**src/rtl/vec_pkg.sv**
```systemverilog
// Shared definitions for the vector coprocessor operand path: loader state
// encoding and the default word width / vector length used by the RX control
// FSM, this loader and the coprocessor core.
package vec_pkg;

  localparam int DATA_W_DFLT  = 10;
  localparam int VEC_LEN_DFLT = 1024;

  typedef enum logic [1:0] {
    LOAD_A = 2'd0,
    LOAD_B = 2'd1,
    FULL   = 2'd2
  } loader_state_t;

endpackage

```
**src/rtl/vec_mem_loader_elem_counter.sv**
```systemverilog
// Element index counter with explicit wrap at VEC_LEN-1, so non power-of-two
// vector lengths wrap correctly. Also used by the coprocessor read side.
module elem_counter #(
  parameter int VEC_LEN = 1024,
  parameter int ADDR_W  = $clog2(VEC_LEN)
) (
  input  logic              clk,
  input  logic              rst,
  input  logic              clr,
  input  logic              inc,
  output logic [ADDR_W-1:0] cnt,
  output logic              tc
);

  localparam logic [ADDR_W-1:0] LAST = ADDR_W'(VEC_LEN - 1);

  assign tc = (cnt == LAST);

  // Count accepted elements, wrapping to zero after the last one.
  always_ff @(posedge clk) begin
    if (rst || clr) begin
      cnt <= '0;
    end else if (inc) begin
      cnt <= tc ? '0 : cnt + ADDR_W'(1);
    end
  end

endmodule

```
**src/rtl/vec_mem_loader.sv**
```systemverilog
// Steers the received word stream into operand memory A, then B, and holds
// off further loading until the compute side acknowledges the pair.
//
//  state  | meaning
//  -------+-----------------------------------------------------------
//  LOAD_A | accepting words into vector memory A
//  LOAD_B | accepting words into vector memory B
//  FULL   | A and B loaded; words dropped (overrun) until consume_ack
module vec_mem_loader
  import vec_pkg::*;
#(
  parameter int DATA_W  = DATA_W_DFLT,
  parameter int VEC_LEN = VEC_LEN_DFLT,
  parameter int ADDR_W  = $clog2(VEC_LEN)
) (
  input  logic              clk,
  input  logic              rst,
  input  logic              wr_en_in,
  input  logic [DATA_W-1:0] wr_data_in,
  input  logic              clear_in,
  input  logic              consume_ack,
  output logic              mem_a_we,
  output logic              mem_b_we,
  output logic [ADDR_W-1:0] mem_addr,
  output logic [DATA_W-1:0] mem_wdata,
  output logic              vectors_ready,
  output logic              busy,
  output logic              overrun
);

  loader_state_t     state;
  logic [ADDR_W-1:0] elem_cnt;
  logic              elem_tc;
  logic              accept;

  // A word is taken whenever we are still filling A or B.
  assign accept = wr_en_in && (state != FULL);

  elem_counter #(
    .VEC_LEN (VEC_LEN),
    .ADDR_W  (ADDR_W)
  ) u_elem_counter (
    .clk (clk),
    .rst (rst),
    .clr (clear_in),
    .inc (accept),
    .cnt (elem_cnt),
    .tc  (elem_tc)
  );

  // Partial progress exists once the counter has moved, or at any point in B.
  assign busy = (elem_cnt != '0) || (state == LOAD_B);

  // Load sequencing with registered memory-side and status outputs.
  always_ff @(posedge clk) begin
    if (rst) begin
      state         <= LOAD_A;
      mem_a_we      <= 1'b0;
      mem_b_we      <= 1'b0;
      mem_addr      <= '0;
      mem_wdata     <= '0;
      vectors_ready <= 1'b0;
      overrun       <= 1'b0;
    end else if (clear_in) begin
      // Memory contents and the last written data are deliberately kept.
      state         <= LOAD_A;
      mem_a_we      <= 1'b0;
      mem_b_we      <= 1'b0;
      mem_addr      <= '0;
      vectors_ready <= 1'b0;
      overrun       <= 1'b0;
    end else begin
      mem_a_we <= 1'b0;
      mem_b_we <= 1'b0;
      case (state)
        LOAD_A: begin
          if (wr_en_in) begin
            mem_a_we  <= 1'b1;
            mem_addr  <= elem_cnt;
            mem_wdata <= wr_data_in;
            if (elem_tc) state <= LOAD_B;
          end
        end
        LOAD_B: begin
          if (wr_en_in) begin
            mem_b_we  <= 1'b1;
            mem_addr  <= elem_cnt;
            mem_wdata <= wr_data_in;
            if (elem_tc) begin
              state         <= FULL;
              vectors_ready <= 1'b1;
            end
          end
        end
        FULL: begin
          if (wr_en_in) overrun <= 1'b1;
          if (consume_ack) begin
            state         <= LOAD_A;
            vectors_ready <= 1'b0;
          end
        end
        default: begin
          state         <= LOAD_A;
          vectors_ready <= 1'b0;
        end
      endcase
    end
  end

endmodule

```
**config.mk**
```make
export PLATFORM = sky130hd
export DESIGN_NAME = vec_mem_loader
export DESIGN_NICKNAME = d
export VERILOG_FILES = /design/src/rtl/vec_pkg.sv /design/src/rtl/vec_mem_loader_elem_counter.sv /design/src/rtl/vec_mem_loader.sv
export SDC_FILE = /design/constraint.sdc
export NUM_CORES = 1
export LEC_CHECK = 0
export CORE_MARGIN = 5
export CORE_UTILIZATION = 39
export CTS_CLUSTER_DIAMETER = 120
export DETAILED_ROUTE_END_ITERATION = 10
export GPL_TIMING_DRIVEN = 0
export PLACE_DENSITY_LB_ADDON = 0.12
export SYNTH_ARGS = -nofsm -noshare
export SYNTH_HDL_FRONTEND = slang
export SYNTH_SLANG_ARGS = --single-unit
```
**constraint.sdc**
```tcl
create_clock -name clk -period 1.4 [get_ports clk]
set_clock_uncertainty 0.1 [all_clocks]
set_input_delay 0.35 -clock clk [delete_from_list [all_inputs] [get_ports clk]]
set_output_delay 0.35 -clock clk [all_outputs]
set_load 0.01 [all_outputs]
```
Word-level counts from Yosys, hierarchy flattened:

Cells that the tools add are included.
W data, S select, Z words.

* add/subtract/negate cells: 1
* eq/ne operators: 9
* mux-type cells: 12
* bitwise logic cells: 3
* reductions and logical operators: 14

Operators with widths (number)
* $add A10 B1 Y10 const B: 1
* $eq A10 B10 Y1 const B: 1
* $mux W10: 1
* $mux W2: 5
* $reduce_bool A10 Y1: 1
* $ne A2 B2 Y1 const B: 4
* $pmux W2 S3: 1
* $reduce_or A3 Y1: 2
* $reduce_and A5 Y1: 1
* $mux W1: 4
* $ne A2 B1 Y1 const B: 2
* $reduce_and A2 Y1: 2
* $reduce_and A4 Y1: 1
* $reduce_or A2 Y1: 2
* $not A1 Y1: 3
* $pmux W1 S3: 1
* $reduce_and A3 Y1: 1
* $eq A2 B1 Y1 const B: 1
* $eq A2 B2 Y1 const B: 1
* $logic_not A2 Y1: 1
* $logic_or A1 B1 Y1: 2
* $logic_and A1 B1 Y1: 1

* register bits: 36
* input port bits: 15
* output and inout port bits: 25
* word-level logic and storage cells: 47

Logic depth before layout (Yosys ltp):

* depth in word-level cells: 4
* mapped depth: 5
* gate-level depth less buffers: 5

Hierarchy:

Synthesis repeated with hierarchy kept, for this count alone.

* cells, all modules: 174
* area total of the unflattened synthesis: 1451.4 um^2

By module, submodules not included
* vec_mem_loader: instances 1, cells an instance 120, area each 975.9 um^2, seq. area each 520.5 um^2
* elem_counter: instances 1, cells an instance 54, area each 475.5 um^2, seq. area each 200.2 um^2

Worst setup path before layout:

No wires, ideal clock.

* path kind: reg-to-reg
* from: reg u_elem_counter.cnt[1]
* to: reg u_elem_counter.cnt[9]
* setup time: 121 ps
* data arrival time: 1133 ps
* data required time: 1179 ps
* path slack: 46 ps
* stages on the path, launching flop included: 6
* path buffers: 0
* period minus slack after synthesis: 1354 ps
* path through: dfxtp_1 -> ha_1 -> and3_4 -> nand3_2 -> o21ai_4 -> o21bai_2

* word-level cells in the longest chain between the ends: 2
* elaborated cells on any way between the ends: 3
* those cells by class: 1 x add/sub; 1 x eq/ne; 1 x mux

RTL lines
* from (decl): RTL line vec_mem_loader_elem_counter.sv:11 `output logic [ADDR_W-1:0] cnt,`
* from (signal assigned): RTL line vec_mem_loader_elem_counter.sv:24 `cnt <= tc ? '0 : cnt + ADDR_W'(1);`
* $add A10 B1 Y10 / $eq A10 B10 Y1 (equally long branches): RTL line vec_mem_loader_elem_counter.sv:24, vec_mem_loader_elem_counter.sv:17
* $mux W10 *: RTL line vec_mem_loader_elem_counter.sv:24

Mark *: on every way between the ends. The rest lies on a longest branch, timed or not.
A chain may end at the register's enable or synchronous reset.

Final worst setup path:

* from: reg u_elem_counter.cnt[4]
* to: out busy

* word-level cells in the longest chain between the ends: 2

RTL lines
* $reduce_bool A10 Y1: RTL line vec_mem_loader.sv:52 `assign busy = (elem_cnt != '0) || (state == LOAD_B);`
* $logic_or A1 B1 Y1: RTL line vec_mem_loader.sv:52
* to (decl): RTL line vec_mem_loader.sv:27 `output logic busy,`

Every way passes these cells.

==> metrics.md <==
| Metric | Value |
|---|---|
| Status | `finished, violations left` |
| Violated checks | `negative setup slack` |
| Top cell type by total area after synthesis | `dfxtp_1` |
| Max Fanout on Critical Path | `2` |
| DR iter-0 viols | `between 50 and 60` |
| Worst slew margin | `0.7429` |
| # Max-Cap Violations | `0` |
| Slew @ Worst Pin | `0.3842 ns` |
| First-pass GRT wire length | `between 5000 and 6000 µm` |
| DRC viols | `0` |
| GRT Util Overall | `0.1403` |
| Top-count cell post-synth | `dfxtp_1` |
| CTS root buffer | `clkbuf_8` |
| Flop-to-flop setup slack | `-0.11 ns` |
| Pint | `approximately 1.7 mW` |
| RD Place Congestion | `about 0.83` |
| Fin. Hold Viols | `0` |
| Sw power | `about 0.46 mW` |
| Vias per Instance | `~5` |
| Leak | `approximately 0.91 nW` |
| Input/output buffers | `39` |
| Syn avg cell area | `8.766 µm²` |
| Syn nets | `roughly 190` |
| Startpoint Class | `flip-flop` |
| PnR worst setup slack | `-0.3003 ns` |
| # rows | `22` |
| Hold Crit Class | `flip-flop to flip-flop` |
| Max H-tree Level | `2` |
| Top_reg_cell synth | `dfxtp_1` |
| Final core utilization | `0.5849` |
| WL final | `3733 µm` |
| Ant. Diodes | `0` |
| Floorplan core area | `3744 µm²` |
| Die Y-Extent | `72.72 µm` |
| Commonest cells in the synthesized netlist | `dfxtp_1 (36), nand2_1 (33), a21oi_1 (21)` |
| RSZ-0062 raised after global routing | `yes` |
| Clock sinks | `36` |
| Critical Path AT | `roughly 1.3 ns` |
| ANT nets after route | `0` |
| Async S/R FF share, synth | `0` |
| Placed Instances | `about 260` |
| Max incr delay on CP | `around 0.36 ns` |
| Place WS | `-0.5035 ns` |
| Largest net degree at the start of global routing | `12` |
| Post-synthesis cell area | `1534 µm²` |
| Comb power frac | `0.087` |
| Finish-stage setup viols | `10` |
| Cell variety after synth | `41` |
| Final Cycle Share | `1.214` |
| Non-filler cells, final | `approximately 280` |
| Grt total ovfl | `0` |
| Cts hold-fix bufs | `0` |
| Sw Share | `0.2184` |
| Max Freq | `588.1 MHz` |
| Initial antenna violation count | `0` |
| Die area | `5287 µm²` |
| Clk pwr share | `0.420` |
| VDD IR max | `roughly 390 µV` |
| Min cycle time layout | `around 1.7 ns` |
| Vias in the first global route | `around 1300` |
| Die width | `roughly 73 µm` |
| Crit-path cells | `nor4_4 > o2111ai_2 > buf_2` |
| DP Wirelength | `approximately 2600 µm` |
| Post-synth top area share | `0.4698` |
| Layout cell share with drive strength beyond 1 | `0.2018` |
| Seq cells post-synth | `36` |
| Worst-case clock buffer depth | `2` |
| Critical Path RT | `roughly 0.95 ns` |
| Area delta synth->final | `42.74%` |
| Register area share after synthesis | `0.4698` |
| Crit path capture type | `output pin` |
| Num CTS Buffers | `5` |
| Wire per inst | `~14 µm` |
| Via count | `around 1400` |
| TritonCTS clock tree | `built` |
| Cells after Synth | `~180` |
| Initial Util | `0.4098` |
| Fill cells | `345` |
| Clk_lat worst skew | `between 0.2 and 0.3 ns` |
| Post-synth EDFFs | `0` |
| Synth top area cells | `dfxtp_1 (47%), nand2_1 (8.1%), a21oi_1 (6.9%)` |
| Pins over their slew limit | `0` |
| Pwr per Cell Area | `between 900 and 1000 nW/µm²` |
| Clock-pin transition on the worst setup and hold timing paths | `around 0.070 ns` |
| I/O Pins | `40` |
| Critical Path Slowest Stage Cell | `dfxtp_4` |
| DR pass1 iterations | `4` |
| Sequential power share | `0.493` |
| YS warnings | `0` |
| Type of the worst setup path | `flip-flop to output pin` |
| Final nets | `around 240` |
## cells in the final DEF, fill, tap and decap left out, types with 3 or more instances in the layout
cell / Yosys / routed
nand2_1: 33 / 33
dfxtp_1: 36 / 31
dlygate4sd2_1: 0 / 25
a21oi_1: 21 / 20
nor2_1: 12 / 12
clkdlybuf4s50_1: 0 / 12
o21ai_0: 11 / 11
buf_4: 4 / 9
xor2_1: 7 / 7
nand4_1: 6 / 6
clkbuf_8: 0 / 5
buf_6: 1 / 3
nand3_1: 3 / 3
dfxtp_4: 0 / 3
## area by class of cell
type                    count  area (µm²)  area share
well taps                  48       60.06     0.02743
plain buffers               9       62.56     0.02857
clock inverters             2       35.03     0.01600
repair buffers             45       406.6      0.1857
flip-flops and latches     36       734.5      0.3354
multi-input cells         127       807.0      0.3686
clock buffers               6       72.57     0.03314
inverters                   3       11.26    0.005143
## critical path: cells and delay by family, from the launching register on
kind | cells | cell delay (ns)
AND/OR/NAND/NOR | 1 | 0.29
buffers and inverters | 1 | 0.17
AO/OA/AOI/OAI | 1 | 0.15
flip-flops | 1 | 0.36
## flip-flops by register name, summed over array words and instances, names as in the netlist
signal	cells
mem_b_we	1
mem_addr	10
u_elem_counter.cnt	10
mem_a_we	1
vectors_ready	1
mem_wdata	10
state	2
overrun	1
## layer usage
layer,vias up,global-route usage,wire (µm)
met5,-,0,0
met4,0,0.06148,63
met1,631,0.1580,1511
met2,47,0.2395,1858
met3,6,0.04683,300
li1,700,-,-
## stage by stage
step	setup TNS, ns	instance area (µm²)	power (mW)	hold WS (ns)
after floorplan	0	1534	1.157	0.3521
after global placement	-12.50	1984	1.250	0.3436
after detailed placement	-13.28	1984	1.255	0.3505
after CTS	-1.053	2135	2.137	0.3581
after global routing	-1.556	2190	2.207	0.3825
final	-0.9641	2190	2.116	0.3552
## power by group through the flow
stage / Clock [mW] / Sequential [mW] / Combinational (mW)
after floorplan: 0 / 1.08 / 0.0776
after global placement: 0 / 1.07 / 0.179
after detailed placement: 0 / 1.07 / 0.182
after CTS: 0.917 / 1.04 / 0.176
after global routing: 0.963 / 1.04 / 0.201
final: 0.890 / 1.04 / 0.184
## timing repair
| item | 4_1_cts | 5_1_grt |
|---|---|---|
| buffers inserted | 4 | 3 |
| resized for setup | 44 | 12 |
| setup endpoints to repair | 60 | 17 |
| pin swaps | 10 | 3 |
## kinds of logic (layout without fill, tap and decap cells)
group	Yosys count	count (layout)	share of synthesized area
AO/OA/AOI/OAI	39	39	0.1468
XOR/XNOR	9	9	0.05139
adder cells (fa/ha/maj)	2	2	0.01631
buffers and inverters	12	65	0.04568
flip-flops	36	36	0.4698
AND/OR/NAND/NOR	77	77	0.2700
## final timing paths
check | startpoint | endpoint | cells past startpoint
min | mem_addr[9] | mem_addr[9] | 2
min reg2reg | mem_addr[9] | mem_addr[9] | 2
max | u_elem_counter.cnt[4] | busy | 3
max reg2reg | u_elem_counter.cnt[0] | u_elem_counter.cnt[9] | 6
Note: power is estimated with default switching activity, not from simulation.
